## src/rtl/pipe_stage_reg.sv

```systemverilog
// Generic pipeline stage register with valid/ready handshake, flush, and an optional
// 2-entry skid buffer. Define PIPE_PERF_CNT_EN to add stall/flush event counters.
module pipe_stage_reg #(
  parameter int unsigned       DATA_W    = 64,
  parameter logic [DATA_W-1:0] FLUSH_VAL = {DATA_W{1'b0}},
  parameter bit                SKID_EN   = 1'b1
) (
  input  logic              clk,
  input  logic              rst,
  input  logic              flush_i,
  input  logic              up_valid_i,
  output logic              up_ready_o,
  input  logic [DATA_W-1:0] up_data_i,
  output logic              dn_valid_o,
  input  logic              dn_ready_i,
  output logic [DATA_W-1:0] dn_data_o,
  output logic [1:0]        occ_o
`ifdef PIPE_PERF_CNT_EN
  ,
  output logic [31:0]       stall_cnt_o,
  output logic [31:0]       flush_cnt_o
`endif
);

  typedef enum logic [1:0] {
    EMPTY = 2'd0,
    ONE   = 2'd1,
    FULL  = 2'd2
  } state_t;

  state_t            state_p0;
  logic [DATA_W-1:0] data_p0;
  logic [DATA_W-1:0] skid_p0;
  logic              rdy_p0;
  logic              up_fire;
  logic              dn_fire;

  assign dn_valid_o = (state_p0 != EMPTY);
  assign dn_data_o  = data_p0;
  assign occ_o      = state_p0;
  assign up_fire    = up_valid_i & up_ready_o;
  assign dn_fire    = dn_valid_o & dn_ready_i;

  // Skid mode registers ready so downstream back-pressure never reaches upstream combinationally.
  if (SKID_EN) begin : g_skid_ready
    assign up_ready_o = rdy_p0;
  end else begin : g_comb_ready
    assign up_ready_o = ~dn_valid_o | dn_ready_i;
  end

  // ---- stage p0: state, head and skid registers ----
  always_ff @(posedge clk or posedge rst) begin
    if (rst) begin
      state_p0 <= EMPTY;
      data_p0  <= FLUSH_VAL;
      skid_p0  <= FLUSH_VAL;
      rdy_p0   <= 1'b1;
    end else if (flush_i) begin
      state_p0 <= EMPTY;
      data_p0  <= FLUSH_VAL;
      skid_p0  <= FLUSH_VAL;
      rdy_p0   <= 1'b1;
    end else begin
      case (state_p0)
        EMPTY: begin
          rdy_p0 <= 1'b1;
          if (up_fire) begin
            state_p0 <= ONE;
            data_p0  <= up_data_i;
          end
        end
        ONE: begin
          rdy_p0 <= 1'b1;
          if (up_fire && dn_fire) begin
            data_p0 <= up_data_i;
          end else if (up_fire) begin
            // Only reachable in skid mode; combinational ready forbids it otherwise.
            if (SKID_EN) begin
              state_p0 <= FULL;
              skid_p0  <= up_data_i;
              rdy_p0   <= 1'b0;
            end
          end else if (dn_fire) begin
            state_p0 <= EMPTY;
          end
        end
        FULL: begin
          rdy_p0 <= 1'b0;
          if (dn_fire) begin
            state_p0 <= ONE;
            data_p0  <= skid_p0;
            skid_p0  <= FLUSH_VAL;
            rdy_p0   <= 1'b1;
          end
        end
        default: begin
          state_p0 <= EMPTY;
          rdy_p0   <= 1'b1;
        end
      endcase
    end
  end

`ifdef PIPE_PERF_CNT_EN
  // Event counters wrap naturally and ignore flush.
  always_ff @(posedge clk or posedge rst) begin
    if (rst) begin
      stall_cnt_o <= 32'd0;
      flush_cnt_o <= 32'd0;
    end else begin
      if (dn_valid_o && !dn_ready_i) stall_cnt_o <= stall_cnt_o + 32'd1;
      if (flush_i && (state_p0 != EMPTY)) flush_cnt_o <= flush_cnt_o + 32'd1;
    end
  end
`endif

endmodule

```

## config.mk

```make
export PLATFORM = sky130hd
export DESIGN_NAME = pipe_stage_reg
export DESIGN_NICKNAME = d
export VERILOG_FILES = /design/src/rtl/pipe_stage_reg.sv
export SDC_FILE = /design/constraint.sdc
export NUM_CORES = 1
export LEC_CHECK = 0
export ABC_AREA = 1
export BUFFER_PORTS_ARGS = -buffer_cell sky130_fd_sc_hd__buf_2
export CAP_MARGIN = 25
export CORE_AREA = 2 2 122 124
export CTS_BUF_LIST = sky130_fd_sc_hd__clkbuf_8
export CTS_CLUSTER_DIAMETER = 150
export DETAILED_ROUTE_END_ITERATION = 10
export DIE_AREA = 0 0 124 126
export GPL_ROUTABILITY_DRIVEN = 0
export PLACE_DENSITY = 0.69
export REMOVE_ABC_BUFFERS = 1
export SYNTH_ARGS = -nofsm -noshare
export SYNTH_HDL_FRONTEND = slang
export SYNTH_SLANG_ARGS = --single-unit
```

## constraint.sdc

```tcl
create_clock -name clk -period 4 [get_ports clk]
set_input_delay 0.2 -clock clk [delete_from_list [all_inputs] [get_ports clk]]
set_output_delay 0.2 -clock clk [all_outputs]
set_load 0.02 [all_outputs]
```

==> results of run 1 <==
[layer usage]
layer,up-vias,global-route usage [%]
met5,-,0
met1,2859,31.81
met2,158,36.75
li1,3028,-
met4,0,6.874
met3,16,5.933
[layout make-up]
type	count	area (sq um)
Clock buffer	19	261.5
Clock inverter	12	77.57
Fill cell	1455	6624
Inverter	75	286.5
Multi-Input combinational cell	613	2729
Sequential cell	131	3279
Tap cell	184	230.2
Timing Repair Buffer	149	825.8
[kinds of logic (layout without fill, tap and decap cells)]
kind of cell	after synthesis	after routing	synth area share, %
compound gates	2	2	0.2077
fa+ha+maj	4	4	0.7556
buf+inv	142	255	9.728
flops	131	131	49.51
simple gates	607	607	39.80
[Yosys cell counts, drive strengths merged]
library cell,number
nand4,66
o2111ai,1
nand3,136
ha,4
inv,75
dfrtp,130
nand2,398
nor2,7
dfstp,1
clkbuf,11
o21ai,1
buf,56
[worst max-delay path, stage by stage (launching register included)]
cell,delay (ns)
dfrtp_1,0.44
inv_1,0.11
ha_2,0.59
nor2_4,0.23
nand2_1,0.16
inv_2,0.05
nor2_4,0.58
buf_4,0.46
nand3_1,0.12
nand2_1,0.11
[flip-flops by register name (all words and copies together), names as in the netlist]
register    count
dn_data_o      64
occ_o           2
skid_p0        64
up_ready_o      1
[path summary, 6_finish.rpt]
path                       cells past startpoint             to
max                                            9    skid_p0[37]
min                                            4     up_ready_o
max reg2reg                                    9    skid_p0[37]
min reg2reg                                    2  dn_data_o[54]
max in group asynchronous                      5     up_ready_o
min in group asynchronous                      3  dn_data_o[53]
[placed cells by master, fill, tap and decap left out]
cell,Yosys,final
nand2_1,397,396
buf_2,44,136
nand3_1,134,133
dfrtp_1,130,130
inv_1,70,75
nand4_1,66,66
clkbuf_8,0,19
buf_4,9,9
inv_2,5,5
clkinv_2,0,5
nor2_1,5,4
nand3_2,2,3
ha_1,4,3
nor2_4,1,2
nand2_2,1,2
buf_12,0,2
nor2_2,1,1
o21ai_4,0,1
o2111ai_1,1,1
inv_6,0,1
ha_2,0,1
bufinv_16,0,1
dlygate4sd3_1,0,1
buf_16,0,1
dfstp_2,1,1
[stage by stage]
step | total power, mW | util, % | cell area [sq um] | instances
after floorplan | 3.602 | - | 6261 | 819
final | 5.413 | 53.72 | 7690 | 1183
after CTS | 5.463 | 53.53 | 7662 | 1182
after global routing | 5.860 | 53.72 | 7690 | 1183
after global placement | 4.417 | 51.09 | 7313 | 1150
after detailed placement | 4.461 | 51.09 | 7313 | 1150
[report_power, final]
group	internal [mW]	total, mW	switching (mW)	leakage [nW]
Combinational	0.662	2.25	1.58	2.92
Clock	0.500	0.988	0.488	0.202
Sequential	1.88	2.18	0.299	1.70
Total	3.04	5.41	2.37	4.83
==> impl_results.md, run 1 <==
* Peak Freq at 339.0 MHz
* Final WL at 16.98 mm
* Worst-path clk slew at 0.07 ns
* Period minus WS final at 2.950 ns
* Post-synth top area share at 49.11%
* Synth Warn # at 0
* DR top layer: met4
* Critical path class: reg2reg
* CTS tree: done
* PostCTS Resize Cnt at 0
* Global-route wire length before repair at 28.61 mm
* Clk_lat worst skew at 0.44 ns
* Setup Viol. Count Final at 0
* Yosys cell types at 19
* Max Slew Vio Count at 0
* Synth area leader: dfrtp_1
* DP HPWL at 10.00 mm
* R2R Setup Slk at 1.05 ns
* Largest net degree at the start of global routing at 105
* LEAKAGE at 4.831 nW
* Post-CTS Hold Fix Bufs at 1
* Final antenna-violating net count at 0
* Top post-synthesis cells by area: dfrtp_1 49%, nand2_1 22%, nand3_1 10%
* Via Count at 6061
* Final count of hold timing violations at 0
* Max-cap violations at 0
* Sequential share of the synthesized area at 49.51%
* Setup TNS at 0 ns
* Arrival @ worst endpoint at 3.33 ns
* GRT overflow at 0
* IO Port Bufs at 136
* CTS Root Cell: clkbuf_8
* DR WL met2 at 7.877 mm
* Total GRT Usage at 23.32%
* Hold WS at 0.08655 ns
* Share of layout cells above drive strength 1 at 19.02%
* Post-route met1 wirelength at 7.934 mm
* Chip width at 124 um
* Core Footprint at 14310 sq um
* Syn Std Cell Area at 6624 sq um
* Initial antenna violation count at 0
* Num ports at 137
* Crit path from: occ_o[0]
* Startpoint Class: flop
* Die H at 126 um
* Longest Clk Path Bufs at 2
* # DRC at 0
* Status: finished, final reports clean
* Starting DRC count in detailed routing at 383
* Vias per cell at 5.123
* Post-CTS setup buffer count at 0
* Clock Skew at 0.005253 ns
* R2R Path Start: occ_o[0]
* Crit share post-route at 73.74%
* Seq cells post-synth at 131
* Mean area per synthesized cell at 7.476 sq um
* Setup WS pre-CTS at 1.054 ns
* Worst Path Required at 4.38 ns
* Worst-margin pin slew at 0.7457 ns
* Critical Path Fanout Max at 33
* PnR worst setup slack at 1.050 ns
* CTS Buf Count at 17
* DR WL/cell at 14.35 um
* Initial Utilization at 46.28%
* Nets@finish at 1060
* CP endpoint kind: flop
* Worst hold path type: in2reg
* Layout area overhead at 16.09%
* CTS sink cnt at 131
* # H-tree levels at 4
* Met3 WL at 963 um
* Hold_sp: up_valid_i
* DIE AREA at 15620 sq um
* Vias in the first global route at 5830
* # diodes at 0
* Total power density per cell area at 703.9 nW/um^2
* Post-Syn Instances at 886
* Max_slew headroom at 50.17%
* RSZ-0062 raised after global routing: no
* First-pass iteration count of the detailed router at 5
* Worst VDD drop at 0.3601 mV
* # rows at 44
No activity file was read; power rests on OpenSTA's default activity.
==> run 2, diff against run 1 <==
- ABC_AREA: 1 -> 0
- CORE_AREA: 2 2 122 124 -> 2 2 121 123
- DIE_AREA: 0 0 124 126 -> 0 0 123 125
- clock period: 4 -> 3 ns (I/O delays scaled with it)
==> run 2 against run 1 <==
First-iteration DRC count fell by 34%. Via count fell by 20%. Sequential cell count did not move. Register-to-register slack got worse by 0.72 ns. Hold slack improved by 0.058 ns. Die area fell by 1.6%. Synthesized area fell by 1.8%. Combinational power rose by 35%. Sequential power rose by 26%. Utilization rose by 5.2 points. Clock power rose by 82%. Cell count fell by 17%.
==> impl_results.md, run 2 <==
* Worst Path Required at 3.34 ns (was 4.38 ns)
* CP endpoint kind: flop (unchanged)
* Setup Viol. Count Final at 0 (unchanged)
* Syn Std Cell Area at 6504 sq um (was 6624 sq um)
* Post-route met1 wirelength at 6.812 mm (was 7.934 mm)
* # diodes at 0 (unchanged)
* Starting DRC count in detailed routing at 251 (was 383)
* DP HPWL at 9.263 mm (was 10.00 mm)
* Peak Freq at 375.1 MHz (was 339.0 MHz)
* Layout area overhead at 28.68% (was 16.09%)
* Critical path's largest stage delay at 0.43 ns (was 0.59 ns)
* Longest Clk Path Bufs at 2 (unchanged)
* Initial antenna violation count at 0 (unchanged)
* Period minus WS final at 2.666 ns (was 2.950 ns)
* Final WL at 15.08 mm (was 16.98 mm)
* Arrival @ worst endpoint at 3.00 ns (was 3.33 ns)
* Worst-path cell chain: inv_1 > ha_1 > nand2b_1 > a22oi_2 > o221a_4 > buf_12 > mux2_2 (was inv_1 > ha_2 > nor2_4 > nand2_1 > inv_2 > nor2_4 > buf_4 > nand3_1 > nand2_1)
* Crit share post-route at 88.86% (was 73.74%)
* First-pass iteration count of the detailed router at 4 (was 5)
* Yosys cell types at 28 (was 19)
* Worst-margin pin slew at 0.7568 ns (was 0.7457 ns)
* Chip width at 123 um (was 124 um)
* Final count of hold timing violations at 0 (unchanged)
* Seq cells post-synth at 131 (unchanged)
* Status: finished, final reports clean (unchanged)
* Synth Warn # at 0 (unchanged)
* Post-DP Area at 7227 sq um (was 7313 sq um)
* Startpoint Class: flop (unchanged)
* Post-synth EDFFs at 0 (unchanged)
* Max_slew headroom at 49.55% (was 50.17%)
* Met3 WL at 679 um (was 963 um)
* Max Slew Vio Count at 0 (unchanged)
* Worst VDD drop at 0.4458 mV (was 0.3601 mV)
* Num ports at 137 (unchanged)
* DR top layer: met4 (unchanged)
* Primary FF master, synth: dfrtp_1 (unchanged)
* Vias in the first global route at 5001 (was 5830)
* DR WL met2 at 7.291 mm (was 7.877 mm)
* PostCTS Resize Cnt at 0 (unchanged)
* # H-tree levels at 4 (unchanged)
* Top post-synthesis cells by area: dfrtp_1 50%, mux2_4 14%, mux2i_1 10% (was dfrtp_1 49%, nand2_1 22%, nand3_1 10%)
* Die H at 125 um (was 126 um)
* Filler cells at 1185 (was 1455)
* Largest net degree at the start of global routing at 66 (was 105)
* IO Port Bufs at 136 (unchanged)
* CTS tree: done (unchanged)
* Core Footprint at 14200 sq um (was 14310 sq um)
* Commonest cells in the netlist: 131 x nand2_1, 130 x dfrtp_1, 70 x nor2_1 (was 397 x nand2_1, 134 x nand3_1, 130 x dfrtp_1)
* Footprint of the multi-input gates at 2907 sq um (was 2729 sq um)
* Via Count at 4829 (was 6061)
* DR WL/cell at 15.44 um (was 14.35 um)
* Mean area per synthesized cell at 10.93 sq um (was 7.476 sq um)
* CTS sink cnt at 131 (unchanged)
* Clock Skew at 0.008802 ns (was 0.005253 ns)
* Share of layout cells above drive strength 1 at 31.78% (was 19.02%)
* PnR worst setup slack at 0.3342 ns (was 1.050 ns)
* Worst hold path type: in2reg (unchanged)
* Post-synth top area share at 50.02% (was 49.11%)
* GRT overflow at 0 (unchanged)
* Max-cap violations at 0 (unchanged)
* Clk_lat worst skew at 0.45 ns (was 0.44 ns)
* Commonest non-fill, non-tap cell in the layout: buf_2 (was nand2_1)
* DP Cell Count at 879 (was 1150)
* Hold WS at 0.1442 ns (was 0.08655 ns)
* Register area at 3279 sq um (unchanged)
* Final antenna-violating net count at 0 (unchanged)
* Total GRT Usage at 20.83% (was 23.32%)
* Initial Utilization at 45.79% (was 46.28%)
* Vias per cell at 4.943 (was 5.123)
* Critical path class: reg2reg (unchanged)
* # rows at 44 (unchanged)
* Sequential share of the synthesized area at 50.42% (was 49.51%)
* Slowest CP cell: o221a_4 (was ha_2)
* # DRC at 0 (unchanged)
* Total power density per cell area at 905.7 nW/um^2 (was 703.9 nW/um^2)
* CTS Root Cell: clkbuf_8 (unchanged)
* Final Cell Area at 8369 sq um (was 7690 sq um)
* Nets@finish at 853 (was 1060)
* Non-filler instance count after layout at 977 (was 1183)
* Worst-path clk slew at 0.08 ns (was 0.07 ns)
* LEAKAGE at 4.062 nW (was 4.831 nW)
* Most common cell in the netlist: nand2_1 (unchanged)
* Most frequent cells in the layout: 136 x buf_2, 131 x nand2_1, 130 x dfrtp_1 (was 396 x nand2_1, 136 x buf_2, 133 x nand3_1)
* Synth area leader: dfrtp_1 (unchanged)
* Core Util, Final at 58.92% (was 53.72%)
* CTS Buf Count at 17 (unchanged)
* Post-Syn Instances at 595 (was 886)
* Setup WS pre-CTS at 0.3668 ns (was 1.054 ns)
* RSZ-0062 raised after global routing: no (unchanged)
* DIE AREA at 15380 sq um (was 15620 sq um)
* Global-route wire length before repair at 25.04 mm (was 28.61 mm)
* Ys async rst share at 100.0% (unchanged)
* Critical Path Fanout Max at 24 (was 33)
## run 2: cell count changes after synthesis, moves of 11 or more
cell     delta
mux2_4     +60
o21ai_1    +11
buf_2      -29
nand2_1   -266
nand3_1   -134
inv_1      -66
nand4_1    -66
o21ai_0    +53
mux2i_1    +65
nor2_1     +65
## run 2: path summary, 6_finish.rpt
kind	startpoint	depth (start not counted)	endpoint	slack, ns
min	flush_i	2	up_ready_o	0.14
min reg2reg	skid_p0[12]	2	skid_p0[12]	0.48
max reg2reg	occ_o[0]	7	dn_data_o[51]	0.33
max in group asynchronous	rst	4	dn_data_o[57]	1.87
min in group asynchronous	rst	3	skid_p0[49]	0.35
max	occ_o[0]	7	dn_data_o[51]	0.33
## run 2: per-stage QoR
stage                     TNS [ns]  power (mW)
after detailed placement         0       5.749
after global placement           0       5.659
after global routing             0       7.996
after CTS                        0       7.651
after floorplan            -782.37       4.831
final                            0       7.580
## run 2: report_power, final
group | internal, mW | switching [mW] | total, mW
combinational | 1.41 | 1.63 | 3.04
sequential | 2.36 | 0.380 | 2.74
clock | 1.09 | 0.707 | 1.80
total | 4.86 | 2.72 | 7.58
## run 2: repair_timing
| item | CTS | global route |
|---|---|---|
| hold endpoints to repair | 107 | 0 |
| endpoints found under the setup margin | 0 | 0 |
| hold buffers | 66 | 0 |
| buffers inserted | 0 | 0 |
## run 2: cell families (layout without fill, tap and decap cells)
group / after synthesis / after routing / synth area share (%)
AOI/OAI and AO/OA: 72 / 72 / 6.098
adders and majority gates: 4 / 4 / 0.7696
muxes: 130 / 130 / 24.72
DFF: 131 / 131 / 50.42
and+or+nand+nor: 208 / 208 / 12.52
buffers and inverters: 50 / 248 / 5.463
## run 2: area by class of cell
type | instances | area share, %
clock inverter | 14 | 2.796
timing repair buffer | 212 | 17.37
clock buffer | 18 | 2.960
sequential | 131 | 39.18
inverter | 4 | 0.2093
tap | 184 | 2.751
multi-input combinational | 414 | 34.73
## run 2: routing by layer
metal	vias up	global-route usage [%]
li1	2348	-
met1	2328	27.09
met2	127	33.64
met3	26	4.562
met4	0	8.556
met5	-	0
## run 2: critical path, delay by kind of cell, from the launching register on
family | cells | cell delay [ns]
adders and majority gates | 1 | 0.28
AOI/OAI and AO/OA | 2 | 0.75
muxes | 1 | 0.36
DFF | 1 | 0.42
and+or+nand+nor | 1 | 0.33
buffers and inverters | 2 | 0.38
